$ cat src/rtl/radix4_mult_arbiter.sv
// Round-robin arbiter sharing one iterative 32x32 signed multiplier among N_REQ clients.
// A watchdog turns a result that never arrives into an error response.
module radix4_mult_arbiter #(
    parameter int N_REQ       = 4,
    parameter int TIMEOUT_CYC = 256
) (
    input  logic                       CLK,
    input  logic                       rst,
    input  logic [N_REQ-1:0]           req_vld,
    output logic [N_REQ-1:0]           req_rdy,
    input  logic [32*N_REQ-1:0]        req_a,
    input  logic [32*N_REQ-1:0]        req_b,
    output logic [N_REQ-1:0]           rsp_vld,
    input  logic [N_REQ-1:0]           rsp_rdy,
    output logic [63:0]                rsp_c,
    output logic                       rsp_err,
    output logic                       m_vld_in,
    input  logic                       m_rdy_in,
    output logic [31:0]                m_a,
    output logic [31:0]                m_b,
    input  logic                       m_vld_out,
    output logic                       m_rdy_out,
    input  logic [63:0]                m_c,
    output logic [$clog2(N_REQ)-1:0]   grant_id,
    output logic                       busy,
    output logic                       err_sticky
);
    localparam int ID_W = $clog2(N_REQ);
    localparam int WD_W = (TIMEOUT_CYC > 1) ? $clog2(TIMEOUT_CYC) : 1;
    localparam logic [WD_W-1:0] WD_LAST = WD_W'((TIMEOUT_CYC > 0) ? TIMEOUT_CYC - 1 : 0);
    localparam bit WD_EN = (TIMEOUT_CYC != 0);

    typedef enum logic [1:0] {IDLE, ISSUE, WAIT, RESP} state_t;

    state_t             state_q, state_d;
    logic [ID_W-1:0]    rr_ptr_q, rr_ptr_d;
    logic [ID_W-1:0]    grant_id_q, grant_id_d;
    logic signed [31:0] m_a_q, m_a_d;
    logic signed [31:0] m_b_q, m_b_d;
    logic signed [63:0] rsp_c_q, rsp_c_d;
    logic               rsp_err_q, rsp_err_d;
    logic [WD_W-1:0]    wdog_q, wdog_d;
    logic               err_sticky_q, err_sticky_d;

    logic               gnt_found;
    logic [ID_W-1:0]    gnt_idx;
    logic [ID_W-1:0]    scan_idx;

    always_ff @(posedge CLK) begin
        if (rst) begin
            state_q      <= IDLE;
            rr_ptr_q     <= '0;
            grant_id_q   <= '0;
            m_a_q        <= '0;
            m_b_q        <= '0;
            rsp_c_q      <= '0;
            rsp_err_q    <= 1'b0;
            wdog_q       <= '0;
            err_sticky_q <= 1'b0;
        end else begin
            state_q      <= state_d;
            rr_ptr_q     <= rr_ptr_d;
            grant_id_q   <= grant_id_d;
            m_a_q        <= m_a_d;
            m_b_q        <= m_b_d;
            rsp_c_q      <= rsp_c_d;
            rsp_err_q    <= rsp_err_d;
            wdog_q       <= wdog_d;
            err_sticky_q <= err_sticky_d;
        end
    end

    // Search upward from rr_ptr, wrapping, so the last owner has lowest priority.
    always_comb begin
        gnt_found = 1'b0;
        gnt_idx   = '0;
        scan_idx  = '0;
        for (int k = 0; k < N_REQ; k++) begin
            scan_idx = ID_W'((int'(rr_ptr_q) + k) % N_REQ);
            if (!gnt_found && req_vld[scan_idx]) begin
                gnt_found = 1'b1;
                gnt_idx   = scan_idx;
            end
        end
    end

    always_comb begin
        state_d      = state_q;
        rr_ptr_d     = rr_ptr_q;
        grant_id_d   = grant_id_q;
        m_a_d        = m_a_q;
        m_b_d        = m_b_q;
        rsp_c_d      = rsp_c_q;
        rsp_err_d    = rsp_err_q;
        wdog_d       = wdog_q;
        err_sticky_d = err_sticky_q;
        req_rdy      = '0;
        rsp_vld      = '0;
        m_vld_in     = 1'b0;
        m_rdy_out    = 1'b0;

        case (state_q)
            IDLE: begin
                // After a timeout the multiplier may still deliver a stale result; drain it here.
                m_rdy_out = err_sticky_q;
                if (gnt_found) begin
                    for (int i = 0; i < N_REQ; i++) begin
                        if (gnt_idx == ID_W'(i)) begin
                            req_rdy[i] = 1'b1;
                            m_a_d      = req_a[32*i +: 32];
                            m_b_d      = req_b[32*i +: 32];
                        end
                    end
                    grant_id_d = gnt_idx;
                    state_d    = ISSUE;
                end
            end
            ISSUE: begin
                m_vld_in = 1'b1;
                if (m_rdy_in) begin
                    wdog_d  = '0;
                    state_d = WAIT;
                end
            end
            WAIT: begin
                m_rdy_out = 1'b1;
                if (m_vld_out) begin
                    rsp_c_d   = m_c;
                    rsp_err_d = 1'b0;
                    state_d   = RESP;
                end else begin
                    wdog_d = wdog_q + WD_W'(1);
                    if (WD_EN && wdog_q == WD_LAST) begin
                        rsp_c_d      = '0;
                        rsp_err_d    = 1'b1;
                        err_sticky_d = 1'b1;
                        state_d      = RESP;
                    end
                end
            end
            RESP: begin
                for (int i = 0; i < N_REQ; i++) begin
                    if (grant_id_q == ID_W'(i)) begin
                        rsp_vld[i] = 1'b1;
                        if (rsp_rdy[i]) begin
                            rr_ptr_d = ID_W'((i + 1) % N_REQ);
                            state_d  = IDLE;
                        end
                    end
                end
            end
            default: state_d = IDLE;
        endcase
    end

    assign m_a        = m_a_q;
    assign m_b        = m_b_q;
    assign rsp_c      = rsp_c_q;
    assign rsp_err    = rsp_err_q;
    assign grant_id   = grant_id_q;
    assign busy       = (state_q != IDLE);
    assign err_sticky = err_sticky_q;

endmodule

$ cat config.mk
export PLATFORM = sky130hd
export DESIGN_NAME = radix4_mult_arbiter
export DESIGN_NICKNAME = d
export VERILOG_FILES = /design/src/rtl/radix4_mult_arbiter.sv
export SDC_FILE = /design/constraint.sdc
export NUM_CORES = 1
export LEC_CHECK = 0
export BUFFER_PORTS_ARGS = -buffer_cell sky130_fd_sc_hd__buf_4
export CAP_MARGIN = 20
export CORE_AREA = 5 5 180 182
export CTS_CLUSTER_SIZE = 30
export DETAILED_ROUTE_END_ITERATION = 10
export DIE_AREA = 0 0 185 187
export PLACE_DENSITY_LB_ADDON = 0.12
export SYNTH_ARGS = -nofsm -noshare
export SYNTH_HDL_FRONTEND = slang
export SYNTH_SLANG_ARGS = --single-unit
$ cat constraint.sdc
create_clock -name CLK -period 3.6 [get_ports CLK]
set_input_delay 0.18 -clock CLK [delete_from_list [all_inputs] [get_ports CLK]]
set_output_delay 0.18 -clock CLK [all_outputs]
set_load 0.005 [all_outputs]
; Yosys cells after proc, flatten, opt, wreduce, memory -nomap -nowiden
; Cells that the tools add are included.
[totals]
inputBits = 332
ff_bits = 144
[op_classes]
n_reduce_logical = 19
bitwise = 1
n_addsub = 4
eq_ne = 14
n_lt_le_gt_ge = 4
muxes = 65
[ops]
columns = cell, count
row1 = $mux W32, 8
row2 = $mux W64, 2
row3 = $mux W2, 24
row4 = $mux W1, 19
row5 = $mux W8, 2
row6 = $pmux W8 S2, 1
row7 = $eq A2 B2 Y1 const B, 6
row8 = $lt A2 B3 Y1 const B, 4
row9 = $mux W4, 3
row10 = $reduce_and A3 Y1, 4
row11 = $add A8 B1 Y8 const B, 1
row12 = $bmux W1 S2, 4
row13 = $eq A8 B8 Y1 const B, 1
row14 = $pmux W2 S4, 1
row15 = $eq A2 B1 Y1 const B, 3
row16 = $logic_not A2 Y1, 3
row17 = $ne A2 B2 Y1 const B, 3
row18 = $reduce_bool A2 Y1, 3
row19 = $add A2 B2 Y2 const B, 2
row20 = $reduce_and A2 Y1, 2
row21 = $reduce_bool A4 Y1, 1
row22 = $logic_and A1 B1 Y1, 3
row23 = $logic_not A1 Y1, 3
row24 = $ne A3 B3 Y1 const B, 1
row25 = other kinds (3), 3

; Longest topological paths before layout
; Gate-level depths: netlist of run 1.
[depth]
ltp_word = 17
ltp_mapped = 9
depth_no_buf = 6

; Least setup slack after synthesis of run 1
; No wires, ideal clock.
[synth_path]
kind = reg-to-reg
start = register wdog_q[0]
end = register rsp_c_q[11] (netlist: rsp_c[11])
required_time_ns = 3.472
t_arrival_ns = 1.582
slack_ns = 1.890
stages_incl_launch_ff = 8
setup_time_ns = 0.128
cell_sequence = dfxtp_1 > ha_1 > nand3_1 > nor3_1 > o21ai_1 > clkbuf_1 > a22oi_1 > nor2_1
[synth_via]
elab_chain_len = 3
[synth_rtl]
columns = element, line_no
row1 = "start, declared", 42  ; logic [WD_W-1:0] wdog_q, wdog_d;
row2 = "start signal, assigned", 68  ; wdog_q <= wdog_d;
row3 = $eq A8 B8 Y1, 133  ; if (WD_EN && wdog_q == WD_LAST) begin
row4 = $reduce_bool A2 Y1 (no line), --
row5 = $reduce_and A2 Y1 (no line), --
row6 = "end signal, assigned", 66  ; rsp_c_q <= rsp_c_d;
row7 = "end, declared", 40  ; logic signed [63:0] rsp_c_q, rsp_c_d;
; Every way passes these cells.
; A chain may end at the register's enable or synchronous reset.

; Final worst setup path of run 1
[layout_path]
start = register rr_ptr_q[1]
end = output req_rdy[1]
[layout_via]
elab_chain_len = 16
elab_cells_between_ends = 29
cone_classes = 3 x add/sub / 1 x eq/ne / 19 x mux / 6 x reduce/logical
[layout_rtl]
columns = element, line_no
row1 = "start, declared", 36  ; logic [ID_W-1:0] rr_ptr_q, rr_ptr_d;
row2 = "start signal, assigned", 62  ; rr_ptr_q <= rr_ptr_d;
row3 = branches (longest 14 deep; another with $add A2 B1 Y2), --
row4 = $mux W4 (*), 106  ; if (gnt_found) begin
row5 = $mux W4 (*), 102  ; case (state_q)
row6 = "end, declared", 10  ; output logic [N_REQ-1:0] req_rdy,
; Every way passes the cells marked *. The select of a mux whose other input is x is not followed.

==> results of run 1 <==
==> worst min-delay path: cells and delay by family <==
family                 cells  cell delay (ps)
buffers and inverters      1               80
AO/OA/AOI/OAI              1               60
AND/OR/NAND/NOR            1               80
==> where the power goes <==
group | internal [mW] | switching, mW | total, mW | leakage (nW)
Clock | 0.994 | 0.861 | 1.86 | 0.292
Sequential | 1.70 | 0.0845 | 1.79 | 1.17
Combinational | 0.626 | 0.521 | 1.15 | 4.26
==> path summary, 6_finish.rpt <==
check / endpoint / slack, ps
max: req_rdy[1] / 900
max reg2reg: m_a[28] / 1330
min: rsp_c[59] / 20
min reg2reg: m_b[30] / 470
==> flip-flops by register name (all words and copies together), names as in the netlist, 2 cells and up <==
register and count:
wdog_q 8, m_a 32, rsp_c 64, grant_id 2, rr_ptr_q 2, state_q 2, m_b 32
==> kinds of logic after synthesis <==
logic type	share of synthesized area [%]
compound gates	29.7
xor+xnor	0.544
fa+ha+maj	0.155
buf+inv	7.40
flops	35.8
mux	8.34
simple gates	18.1
==> per-layer routing <==
layer / vias to the layer above / wire (µm) / GRT usage, %
li1: 4156 / - / -
met1: 3979 / 14700 / 23.9
met2: 361 / 18400 / 35.3
met3: 33 / 3750 / 7.31
met4: 2 / 660 / 5.25
met5: - / 20 / 0
==> per-stage QoR <==
step / hold WS [ps] / cell area (µm²)
2_1_floorplan: 342 / 8050
4_1_cts: 0.382 / 12800
5_1_grt: 0.794 / 12800
3_3_place_gp: 426 / 11700
6_report: 18.9 / 12800
3_5_place_dp: 435 / 11700
==> cell type report <==
type / count / share of cell area, %
clock inverters: 15 / 1.35
diodes: 2 / 0.0390
multi-input cells: 620 / 36.0
clock buffers: 17 / 3.32
well taps: 396 / 3.87
flip-flops and latches: 144 / 22.5
inverters: 2 / 0.0586
repair buffers: 538 / 32.8
==> cells in the final DEF (no fill, tap or decap), types with 3 or more instances in the layout <==
cell	instances
buf_4	486
dfxtp_1	144
nor2_1	77
mux2i_1	67
nand4_1	65
a22oi_1	64
o31ai_1	64
a21o_1	64
nand2_2	60
o211ai_2	60
dlygate4sd3_1	48
clkbuf_16	17
nand2_1	15
a21oi_1	10
nor3_1	9
nand2b_1	6
nand3_1	5
o211ai_1	5
xor2_1	4
o21ai_0	4
inv_6	4
inv_8	4
buf_12	4
nor2b_1	3
or2_2	3
nor3b_1	3
==> run_summary.xml, run 1 <==
<?xml version="1.0" encoding="UTF-8"?>
<metrics>
  <group name="power_and_ir_drop">
    <metric name="vdd_ir_drop_max" unit="V">0.000264</metric>
    <metric name="power.leakage" unit="nW">5.73</metric>
    <metric name="power.density" unit="nW/µm²">374</metric>
    <metric name="final_power" unit="mW">4.79</metric>
  </group>
  <group name="synthesis">
    <metric name="postSynthCellCount" unit="">860</metric>
    <metric name="part_of_the_yosys_area_used_for_sequential_elements" unit="%">35.8</metric>
    <metric name="average_instance_area_after_synthesis" unit="µm²">9.35</metric>
    <metric name="syn-cell-area" unit="µm²">8050</metric>
    <metric name="count_leader_synth" unit="">dfxtp_1</metric>
    <metric name="synth_top_area_share" unit="%">35.8</metric>
    <metric name="top_post_synthesis_cells_by_area" unit="">dfxtp_1 (36%), o211ai_2 (9.3%), mux2i_1 (8.3%)</metric>
    <metric name="yosys_warnings" unit="">0</metric>
    <metric name="synthesis.nets" unit="">1193</metric>
    <metric name="yosys.area.top_type" unit="">dfxtp_1</metric>
    <metric name="synth.top_cells.by_count" unit="">dfxtp_1 (144), nor2_1 (79), mux2i_1 (67)</metric>
    <metric name="synth-seq-cells" unit="">144</metric>
    <metric name="ys_types" unit="">52</metric>
    <metric name="ys_async_sr_fraction" unit="%">0</metric>
    <metric name="ys.flop_type" unit="">dfxtp_1</metric>
    <metric name="count_of_flip_flops_with_a_built_in_enable_after_synthesis" unit="">0</metric>
  </group>
  <group name="timing">
    <metric name="max_clock_freq" unit="MHz">370</metric>
    <metric name="clock_skews" unit="ps">16.3</metric>
    <metric name="slew_viol_final" unit="">0</metric>
    <metric name="final-hold-violation-count" unit="">0</metric>
    <metric name="worst_slew_pin_slew" unit="ps">925</metric>
    <metric name="tns" unit="ps">0</metric>
    <metric name="final_period_minus_worst_setup_slack" unit="ps">2700</metric>
    <metric name="rsz0062_at_grt" unit="">false</metric>
    <metric name="post-route-worst-setup-slack" unit="ps">899</metric>
    <metric name="final.period_utilization" unit="%">75.0</metric>
    <metric name="slew_headroom" unit="%">38.3</metric>
    <metric name="finalSetupViolCount" unit="">0</metric>
  </group>
  <group name="placed_design">
    <metric name="buffer_ports.inserted" unit="">474</metric>
    <metric name="place_hpwl" unit="µm">27000</metric>
    <metric name="post-place-ws" unit="ps">1240</metric>
    <metric name="gp_congestion" unit="">0.799</metric>
    <metric name="placedCellCount" unit="">1652</metric>
  </group>
  <group name="drt">
    <metric name="firstDrtPassIters" unit="">4</metric>
    <metric name="routed-via-count" unit="">8531</metric>
    <metric name="drt_drc_violations_left" unit="">0</metric>
    <metric name="initial_detailed_routing_violation_count" unit="">357</metric>
    <metric name="postRouteWirelength" unit="µm">37500</metric>
    <metric name="drtAntennaViolNets" unit="">0</metric>
    <metric name="via_per_inst" unit="">4.92</metric>
    <metric name="wl_per_cell" unit="µm">21.6</metric>
  </group>
  <group name="floorplan">
    <metric name="pin_count" unit="">475</metric>
    <metric name="floorplan.die_area" unit="µm²">34600</metric>
    <metric name="dieWidth" unit="µm">185</metric>
    <metric name="start_util" unit="%">26.4</metric>
    <metric name="floorplan.core_area" unit="µm²">30400</metric>
    <metric name="die_height" unit="µm">187</metric>
    <metric name="core.rowCount" unit="">64</metric>
  </group>
  <group name="clock_tree">
    <metric name="cts_htree_levels" unit="">4</metric>
    <metric name="cts_sinks" unit="">144</metric>
    <metric name="clock_insertion_delay_worst_skew" unit="ps">420</metric>
    <metric name="tritoncts_clock_tree" unit="">done</metric>
    <metric name="post_cts.resized_instances" unit="">0</metric>
    <metric name="cts.path.max_buffers" unit="">2</metric>
    <metric name="clk_pin_slew_worst_paths" unit="ps">80</metric>
    <metric name="cts-root-buf" unit="">clkbuf_16</metric>
    <metric name="cts_setup_buffers" unit="">0</metric>
    <metric name="hold_buffers" unit="">48</metric>
    <metric name="cts-buffers-inserted" unit="">17</metric>
  </group>
  <group name="worst_setup_path">
    <metric name="largest_stage_delay_on_the_critical_path" unit="ps">520</metric>
    <metric name="critical_path_arrival" unit="ps">2520</metric>
    <metric name="crit_cells" unit="">5</metric>
    <metric name="critPathMaxFanout" unit="">22</metric>
    <metric name="timing.critical_path.from_type" unit="">flop</metric>
    <metric name="crit-reg2reg-launch" unit="">rr_ptr_q[1]</metric>
    <metric name="critical_path.cell_chain" unit="">mux2i_1 &gt; or2_2 &gt; nand3_1 &gt; nor3_1 &gt; buf_4</metric>
    <metric name="timing.critical_path.from" unit="">rr_ptr_q[1]</metric>
    <metric name="cp_slowest_cell" unit="">or2_2</metric>
    <metric name="crit_path_end_kind" unit="">output port</metric>
    <metric name="critical_path_class" unit="">reg2out</metric>
    <metric name="number_of_buffer_and_inverter_stages_on_the_critical_path" unit="">1</metric>
    <metric name="worst_r2r_path_depth" unit="">6</metric>
    <metric name="worst_ep_required_time" unit="ps">3420</metric>
    <metric name="worst_path_dominant_cell_family" unit="">simple AND/OR/NAND/NOR gates</metric>
  </group>
  <group name="global_route">
    <metric name="grt_pass1_wl" unit="µm">55100</metric>
    <metric name="track_usage" unit="%">20.4</metric>
    <metric name="first_global_vias" unit="">8931</metric>
    <metric name="grt_start_max_net_pins" unit="">77</metric>
    <metric name="antenna_violations_before_repair" unit="">3</metric>
    <metric name="grt_overflow_total" unit="">0</metric>
  </group>
  <group name="final_layout">
    <metric name="final_cell_count_no_fill" unit="">1734</metric>
    <metric name="multi_input_comb_area" unit="µm²">4620</metric>
    <metric name="layout-area-overhead-vs-synth" unit="%">59.3</metric>
    <metric name="fraction_of_final_layout_cells_sized_beyond_drive_strength_1" unit="%">49.6</metric>
    <metric name="post-route-util" unit="%">42.1</metric>
    <metric name="fillCellCount" unit="">3027</metric>
    <metric name="finalNetCount" unit="">1656</metric>
    <metric name="seqCellArea" unit="µm²">2880</metric>
  </group>
  <group name="hold_path">
    <metric name="hold_path.startpoint" unit="">m_c[59]</metric>
    <metric name="hp-class" unit="">in2reg</metric>
    <metric name="min_path_cells" unit="">3</metric>
  </group>
  <group name="run">
    <metric name="drv.max_cap_violation_count" unit="">0</metric>
  </group>
  <group name="run_status">
    <metric name="outcome" unit="">finished clean</metric>
  </group>
</metrics>
Note: power is estimated with default switching activity, not from simulation.
==> run 2: changes to the inputs <==
- CORE_AREA: 5 5 180 182 -> 5 5 183 185
- DIE_AREA: 0 0 185 187 -> 0 0 188 190
- clock period: 3.6 -> 2.7 ns (I/O delays scaled with it)
==> run_summary.xml, run 2 (synthesis results as in run 1) <==
<?xml version="1.0" encoding="UTF-8"?>
<metrics>
  <group name="drt">
    <metric name="drtAntennaViolNets" unit="">0</metric>
    <metric name="postRouteWirelength" unit="µm">38900</metric>
    <metric name="via_per_inst" unit="">4.86</metric>
    <metric name="drt_drc_violations_left" unit="">0</metric>
    <metric name="routed-via-count" unit="">9154</metric>
    <metric name="initial_detailed_routing_violation_count" unit="">412</metric>
    <metric name="wl_per_cell" unit="µm">20.6</metric>
    <metric name="firstDrtPassIters" unit="">4</metric>
  </group>
  <group name="placed_design">
    <metric name="gp_congestion" unit="">0.828</metric>
    <metric name="buffer_ports.inserted" unit="">474</metric>
    <metric name="placedCellCount" unit="">1674</metric>
    <metric name="place_hpwl" unit="µm">27500</metric>
    <metric name="placement.cell_area" unit="µm²">11900</metric>
  </group>
  <group name="clock_tree">
    <metric name="clock_insertion_delay_worst_skew" unit="ps">440</metric>
    <metric name="cts.path.max_buffers" unit="">2</metric>
    <metric name="clk_pin_slew_worst_paths" unit="ps">70</metric>
    <metric name="cts-root-buf" unit="">clkbuf_16</metric>
    <metric name="cts_setup_buffers" unit="">0</metric>
    <metric name="cts-buffers-inserted" unit="">17</metric>
    <metric name="tritoncts_clock_tree" unit="">done</metric>
    <metric name="cts_htree_levels" unit="">4</metric>
    <metric name="cts_sinks" unit="">144</metric>
  </group>
  <group name="global_route">
    <metric name="antenna_violations_before_repair" unit="">1</metric>
    <metric name="track_usage" unit="%">20.9</metric>
    <metric name="first_global_vias" unit="">9667</metric>
    <metric name="grt_overflow_total" unit="">0</metric>
    <metric name="grt_pass1_wl" unit="µm">58300</metric>
    <metric name="grt_start_max_net_pins" unit="">77</metric>
  </group>
  <group name="power_and_ir_drop">
    <metric name="power.share.clock" unit="%">36.7</metric>
    <metric name="internal-power" unit="mW">4.58</metric>
    <metric name="power.leakage" unit="nW">6.31</metric>
    <metric name="combPwrFrac" unit="%">26.8</metric>
    <metric name="switching_power" unit="mW">1.95</metric>
    <metric name="seq_power_share" unit="%">36.5</metric>
    <metric name="final_power" unit="mW">6.53</metric>
    <metric name="vdd_ir_drop_max" unit="V">0.000362</metric>
    <metric name="swShare" unit="%">29.9</metric>
    <metric name="power.density" unit="nW/µm²">459</metric>
  </group>
  <group name="worst_setup_path">
    <metric name="critical_path_arrival" unit="ps">2770</metric>
    <metric name="crit_path_end_kind" unit="">flop</metric>
    <metric name="critical_path_class" unit="">reg2reg</metric>
    <metric name="timing.critical_path.from_type" unit="">flop</metric>
    <metric name="critPathMaxFanout" unit="">45</metric>
    <metric name="worst_ep_required_time" unit="ps">3010</metric>
  </group>
  <group name="final_layout">
    <metric name="final_cell_count_no_fill" unit="">1884</metric>
    <metric name="largest_register_ff_count" unit="">64</metric>
    <metric name="layout-area-overhead-vs-synth" unit="%">76.9</metric>
    <metric name="design_area" unit="µm²">14200</metric>
    <metric name="mostFrequentLayoutCell" unit="">buf_4</metric>
    <metric name="fraction_of_final_layout_cells_sized_beyond_drive_strength_1" unit="%">45.6</metric>
    <metric name="finalNetCount" unit="">1795</metric>
    <metric name="layout_common_cells" unit="">buf_4 (491), dlygate4sd3_1 (177), dfxtp_1 (144)</metric>
  </group>
  <group name="timing">
    <metric name="finalSetupViolCount" unit="">0</metric>
    <metric name="final-hold-violation-count" unit="">0</metric>
    <metric name="final_period_minus_worst_setup_slack" unit="ps">2460</metric>
    <metric name="worst_slew_pin_slew" unit="ps">873</metric>
    <metric name="rsz0062_at_grt" unit="">false</metric>
    <metric name="tns" unit="ps">0</metric>
    <metric name="slew_headroom" unit="%">41.8</metric>
    <metric name="clock_skews" unit="ps">9.25</metric>
    <metric name="slew_viol_final" unit="">0</metric>
    <metric name="max_clock_freq" unit="MHz">407</metric>
    <metric name="final.period_utilization" unit="%">91.1</metric>
  </group>
  <group name="floorplan">
    <metric name="dieWidth" unit="µm">188</metric>
    <metric name="core.rowCount" unit="">66</metric>
    <metric name="start_util" unit="%">25.2</metric>
    <metric name="floorplan.core_area" unit="µm²">31900</metric>
    <metric name="floorplan.die_area" unit="µm²">35700</metric>
    <metric name="die_height" unit="µm">190</metric>
    <metric name="pin_count" unit="">475</metric>
  </group>
  <group name="run">
    <metric name="drv.max_cap_violation_count" unit="">0</metric>
  </group>
  <group name="hold_path">
    <metric name="hp-class" unit="">in2reg</metric>
  </group>
  <group name="run_status">
    <metric name="outcome" unit="">finished clean</metric>
  </group>
</metrics>
[run 2: power by group through the flow]
stage	Clock (mW)	Sequential, mW	Combinational (mW)
final	2.40	2.38	1.75
after global routing	2.57	2.40	1.89
after CTS	2.48	2.38	1.77
after detailed placement	0	2.43	1.52
after global placement	0	2.43	1.51
after floorplan	0	2.42	0.725
[run 2: worst paths after layout]
check / from / endpoint / slack [ps] / depth (start not counted)
max: rr_ptr_q[1] / m_a[26] / 240 / 7
min: req_a[84] / m_a[20] / 20 / 3
max reg2reg: rr_ptr_q[1] / m_a[26] / 240 / 7
min reg2reg: m_a[23] / m_a[23] / 470 / 2
[run 2: final cells by class]
class / instances / area [µm²]
diodes: 1 / 2.50
clock buffers: 17 / 425
clock inverters: 15 / 151
fillers: 3177 / 17600
inverters: 2 / 7.51
multi-input cells: 620 / 4620
flip-flops and latches: 144 / 2880
well taps: 408 / 510
repair buffers: 677 / 5630
[run 2: repair_timing]
action	4_1_cts	5_1_grt
hold buffers	177	0
gates resized for setup	0	1
endpoints found under the setup margin	0	9
hold endpoints to repair	123	0
[run 2: stage by stage]
step                setup WS (ps)  hold slack, ps  util, %
floorplan                     990             297        -
global placement              598             380     37.3
detailed placement            530             392     37.3
CTS                           154           0.975     44.6
global route                 45.8            18.8     44.6
finish                        241            18.3     44.6
[run 2: per-layer routing]
metal / vias up / track usage (%) / share of wire [%]
li1: 4440 / - / -
met1: 4270 / 24.2 / 39
met2: 398 / 36.3 / 50
met3: 46 / 7.34 / 8.7
met4: 0 / 6.47 / 2.1
met5: - / 0 / 0
[run 2: worst max-delay path, stage by stage, from the launching register on]
cell	delay, ps
dfxtp_1	400
mux2i_1	330
nor2_4	70
nor3_4	240
buf_12	350
mux2i_1	240
dlygate4sd3_1	610
o211ai_2	70
==> run 3: changes to the inputs <==
- CAP_MARGIN: 20 -> 0
- clock period: 2.7 -> 2.8 ns (I/O delays scaled with it)
==> run_summary.xml, run 3 (synthesis results as in run 1) <==
<?xml version="1.0" encoding="UTF-8"?>
<metrics>
  <group name="drt">
    <metric name="drt_drc_violations_left" unit="">0</metric>
    <metric name="via_per_inst" unit="">4.95</metric>
    <metric name="drtAntennaViolNets" unit="">0</metric>
    <metric name="firstDrtPassIters" unit="">4</metric>
    <metric name="wl_per_cell" unit="µm">21.0</metric>
    <metric name="routed-via-count" unit="">9107</metric>
    <metric name="postRouteWirelength" unit="µm">38600</metric>
    <metric name="initial_detailed_routing_violation_count" unit="">382</metric>
  </group>
  <group name="clock_tree">
    <metric name="cts-root-buf" unit="">clkbuf_16</metric>
    <metric name="tritoncts_clock_tree" unit="">done</metric>
    <metric name="clk_pin_slew_worst_paths" unit="ps">60</metric>
    <metric name="cts-buffers-inserted" unit="">17</metric>
    <metric name="cts_htree_levels" unit="">4</metric>
    <metric name="cts.path.max_buffers" unit="">2</metric>
    <metric name="clock_insertion_delay_worst_skew" unit="ps">430</metric>
    <metric name="cts_sinks" unit="">144</metric>
    <metric name="cts_setup_buffers" unit="">0</metric>
    <metric name="post_cts.resized_instances" unit="">0</metric>
  </group>
  <group name="floorplan">
    <metric name="pin_count" unit="">475</metric>
    <metric name="floorplan.core_area" unit="µm²">31900</metric>
    <metric name="die_height" unit="µm">190</metric>
    <metric name="core.rowCount" unit="">66</metric>
    <metric name="start_util" unit="%">25.2</metric>
    <metric name="floorplan.die_area" unit="µm²">35700</metric>
    <metric name="dieWidth" unit="µm">188</metric>
  </group>
  <group name="power_and_ir_drop">
    <metric name="power.share.clock" unit="%">39.8</metric>
    <metric name="seq_power_share" unit="%">35.3</metric>
    <metric name="swShare" unit="%">27.0</metric>
    <metric name="vdd_ir_drop_max" unit="V">0.000393</metric>
    <metric name="power.density" unit="nW/µm²">470</metric>
    <metric name="power.leakage" unit="nW">6.17</metric>
    <metric name="switching_power" unit="mW">1.76</metric>
    <metric name="combPwrFrac" unit="%">24.9</metric>
    <metric name="internal-power" unit="mW">4.75</metric>
  </group>
  <group name="worst_setup_path">
    <metric name="largest_stage_delay_on_the_critical_path" unit="ps">610</metric>
    <metric name="critical_path_arrival" unit="ps">2780</metric>
    <metric name="timing.critical_path.from_type" unit="">flop</metric>
    <metric name="worst_path_dominant_cell_family" unit="">buffers and inverters</metric>
    <metric name="crit_path_end_kind" unit="">flop</metric>
    <metric name="cp_slowest_cell" unit="">dlygate4sd3_1</metric>
    <metric name="worst_r2r_path_depth" unit="">7</metric>
    <metric name="crit-reg2reg-launch" unit="">rr_ptr_q[1]</metric>
    <metric name="timing.rr.end" unit="">m_a[15]</metric>
    <metric name="worst_ep_required_time" unit="ps">3120</metric>
    <metric name="critical_path.cell_chain" unit="">mux2i_1 &gt; nor2_4 &gt; nor3_4 &gt; buf_12 &gt; mux2i_1 &gt; dlygate4sd3_1 &gt; o211ai_2</metric>
    <metric name="critical_path_class" unit="">reg2reg</metric>
    <metric name="reg2reg_slack" unit="ps">340</metric>
    <metric name="number_of_buffer_and_inverter_stages_on_the_critical_path" unit="">2</metric>
    <metric name="critical_path.most_common_cell" unit="">mux2i_1</metric>
    <metric name="critPathMaxFanout" unit="">46</metric>
  </group>
  <group name="timing">
    <metric name="slew_headroom" unit="%">28.5</metric>
    <metric name="tns" unit="ps">0</metric>
    <metric name="post-route-worst-setup-slack" unit="ps">339</metric>
    <metric name="max_clock_freq" unit="MHz">406</metric>
    <metric name="rsz0062_at_grt" unit="">false</metric>
    <metric name="final-hold-violation-count" unit="">0</metric>
    <metric name="final.period_utilization" unit="%">87.9</metric>
    <metric name="worst_slew_pin_slew" unit="ps">1070</metric>
    <metric name="clock_skews" unit="ps">7.41</metric>
    <metric name="final_period_minus_worst_setup_slack" unit="ps">2460</metric>
    <metric name="finalSetupViolCount" unit="">0</metric>
    <metric name="slew_viol_final" unit="">0</metric>
  </group>
  <group name="placed_design">
    <metric name="placedCellCount" unit="">1668</metric>
    <metric name="gp_congestion" unit="">0.799</metric>
    <metric name="buffer_ports.inserted" unit="">474</metric>
    <metric name="place_hpwl" unit="µm">27200</metric>
    <metric name="post-place-ws" unit="ps">597</metric>
  </group>
  <group name="hold_path">
    <metric name="min_path_cells" unit="">3</metric>
    <metric name="hp-class" unit="">in2reg</metric>
    <metric name="hold_path.startpoint" unit="">req_a[73]</metric>
    <metric name="min_delay_worst_endpoint" unit="">m_a[9]</metric>
  </group>
  <group name="global_route">
    <metric name="antenna_violations_before_repair" unit="">5</metric>
    <metric name="grt_pass1_wl" unit="µm">57700</metric>
    <metric name="track_usage" unit="%">20.7</metric>
    <metric name="first_global_vias" unit="">9318</metric>
    <metric name="grt_start_max_net_pins" unit="">77</metric>
    <metric name="grt_overflow_total" unit="">0</metric>
  </group>
  <group name="final_layout">
    <metric name="largest_register_ff_count" unit="">64</metric>
    <metric name="layout_common_cells" unit="">buf_4 (488), dfxtp_1 (144), dlygate4sd3_1 (140)</metric>
    <metric name="finalNetCount" unit="">1752</metric>
    <metric name="mostFrequentLayoutCell" unit="">buf_4</metric>
    <metric name="layout-area-overhead-vs-synth" unit="%">72.3</metric>
    <metric name="fraction_of_final_layout_cells_sized_beyond_drive_strength_1" unit="%">46.4</metric>
    <metric name="final_cell_count_no_fill" unit="">1841</metric>
  </group>
  <group name="run_status">
    <metric name="outcome" unit="">finished clean</metric>
  </group>
  <group name="run">
    <metric name="drv.max_cap_violation_count" unit="">0</metric>
  </group>
</metrics>
## run 3: changes by cell type in the layout (fill, tap and decap cells not counted), sizes merged
cell / delta
clkbuf: +4
clkinv: +2
clkinvlp: -5
diode: +2
buf: -6
bufinv: +4
inv: -7
dlygate4sd3: -37
## run 3: layer usage
layer	share of wire, %	global-route usage [%]	vias to the layer above
met5	0.075	0	-
li1	-	-	4364
met2	49	34.7	386
met4	2.3	7.03	4
met3	9.4	8.33	38
met1	40	24.1	4315
## run 3: cell type report
cell class	instances	area [µm²]
diodes	3	7.51
clock buffers	21	470
clock inverters	9	181
fillers	3123	18000
inverters	2	7.51
multi-input cells	620	4620
flip-flops and latches	144	2880
well taps	408	510
repair buffers	634	5180
## run 3: worst max-delay path by stage
stage | from | end | slack [ps] | depth (start not counted)
2_1_floorplan | wdog_q[0] | rsp_c[11] | 1090 | 7
3_3_place_gp | rr_ptr_q[0] | m_a[5] | 620 | 6
3_5_place_dp | rr_ptr_q[0] | m_a[5] | 600 | 6
4_1_cts | rr_ptr_q[1] | m_b[17] | 360 | 7
5_1_grt | rr_ptr_q[1] | m_a[15] | 210 | 7
6_report | rr_ptr_q[1] | m_a[15] | 340 | 7
## run 3: worst min-delay path, delay by kind of cell
family | cells | cell delay (ps)
AOI/OAI and AO/OA | 1 | 130
buffers and inverters | 1 | 80
muxes | 1 | 80
## run 3: power by group through the flow
stage	Clock, mW	Combinational, mW	Sequential [mW]
4_1_cts	2.66	1.64	2.30
6_report	2.60	1.62	2.30
5_1_grt	2.75	1.75	2.32
3_5_place_dp	0	1.46	2.34
3_3_place_gp	0	1.45	2.34
2_1_floorplan	0	0.699	2.33
## run 3: metrics by stage
stage / utilization (%) / hold slack [ps] / instance area, µm² / power [mW]
final: 43.5 / 23.9 / 13900 / 6.51
after global routing: 43.5 / 5.77 / 13900 / 6.82
after CTS: 43.5 / 0.108 / 13900 / 6.60
after detailed placement: 37.0 / 394 / 11800 / 3.80
after global placement: 37.0 / 385 / 11800 / 3.79
after floorplan: - / 302 / 8050 / 3.03
## run 3: timing repair
| action | CTS | global route |
|---|---|---|
| hold buffers | 140 | 0 |
| endpoints found under the setup margin | 0 | 0 |
| endpoints found under the hold margin | 107 | 0 |
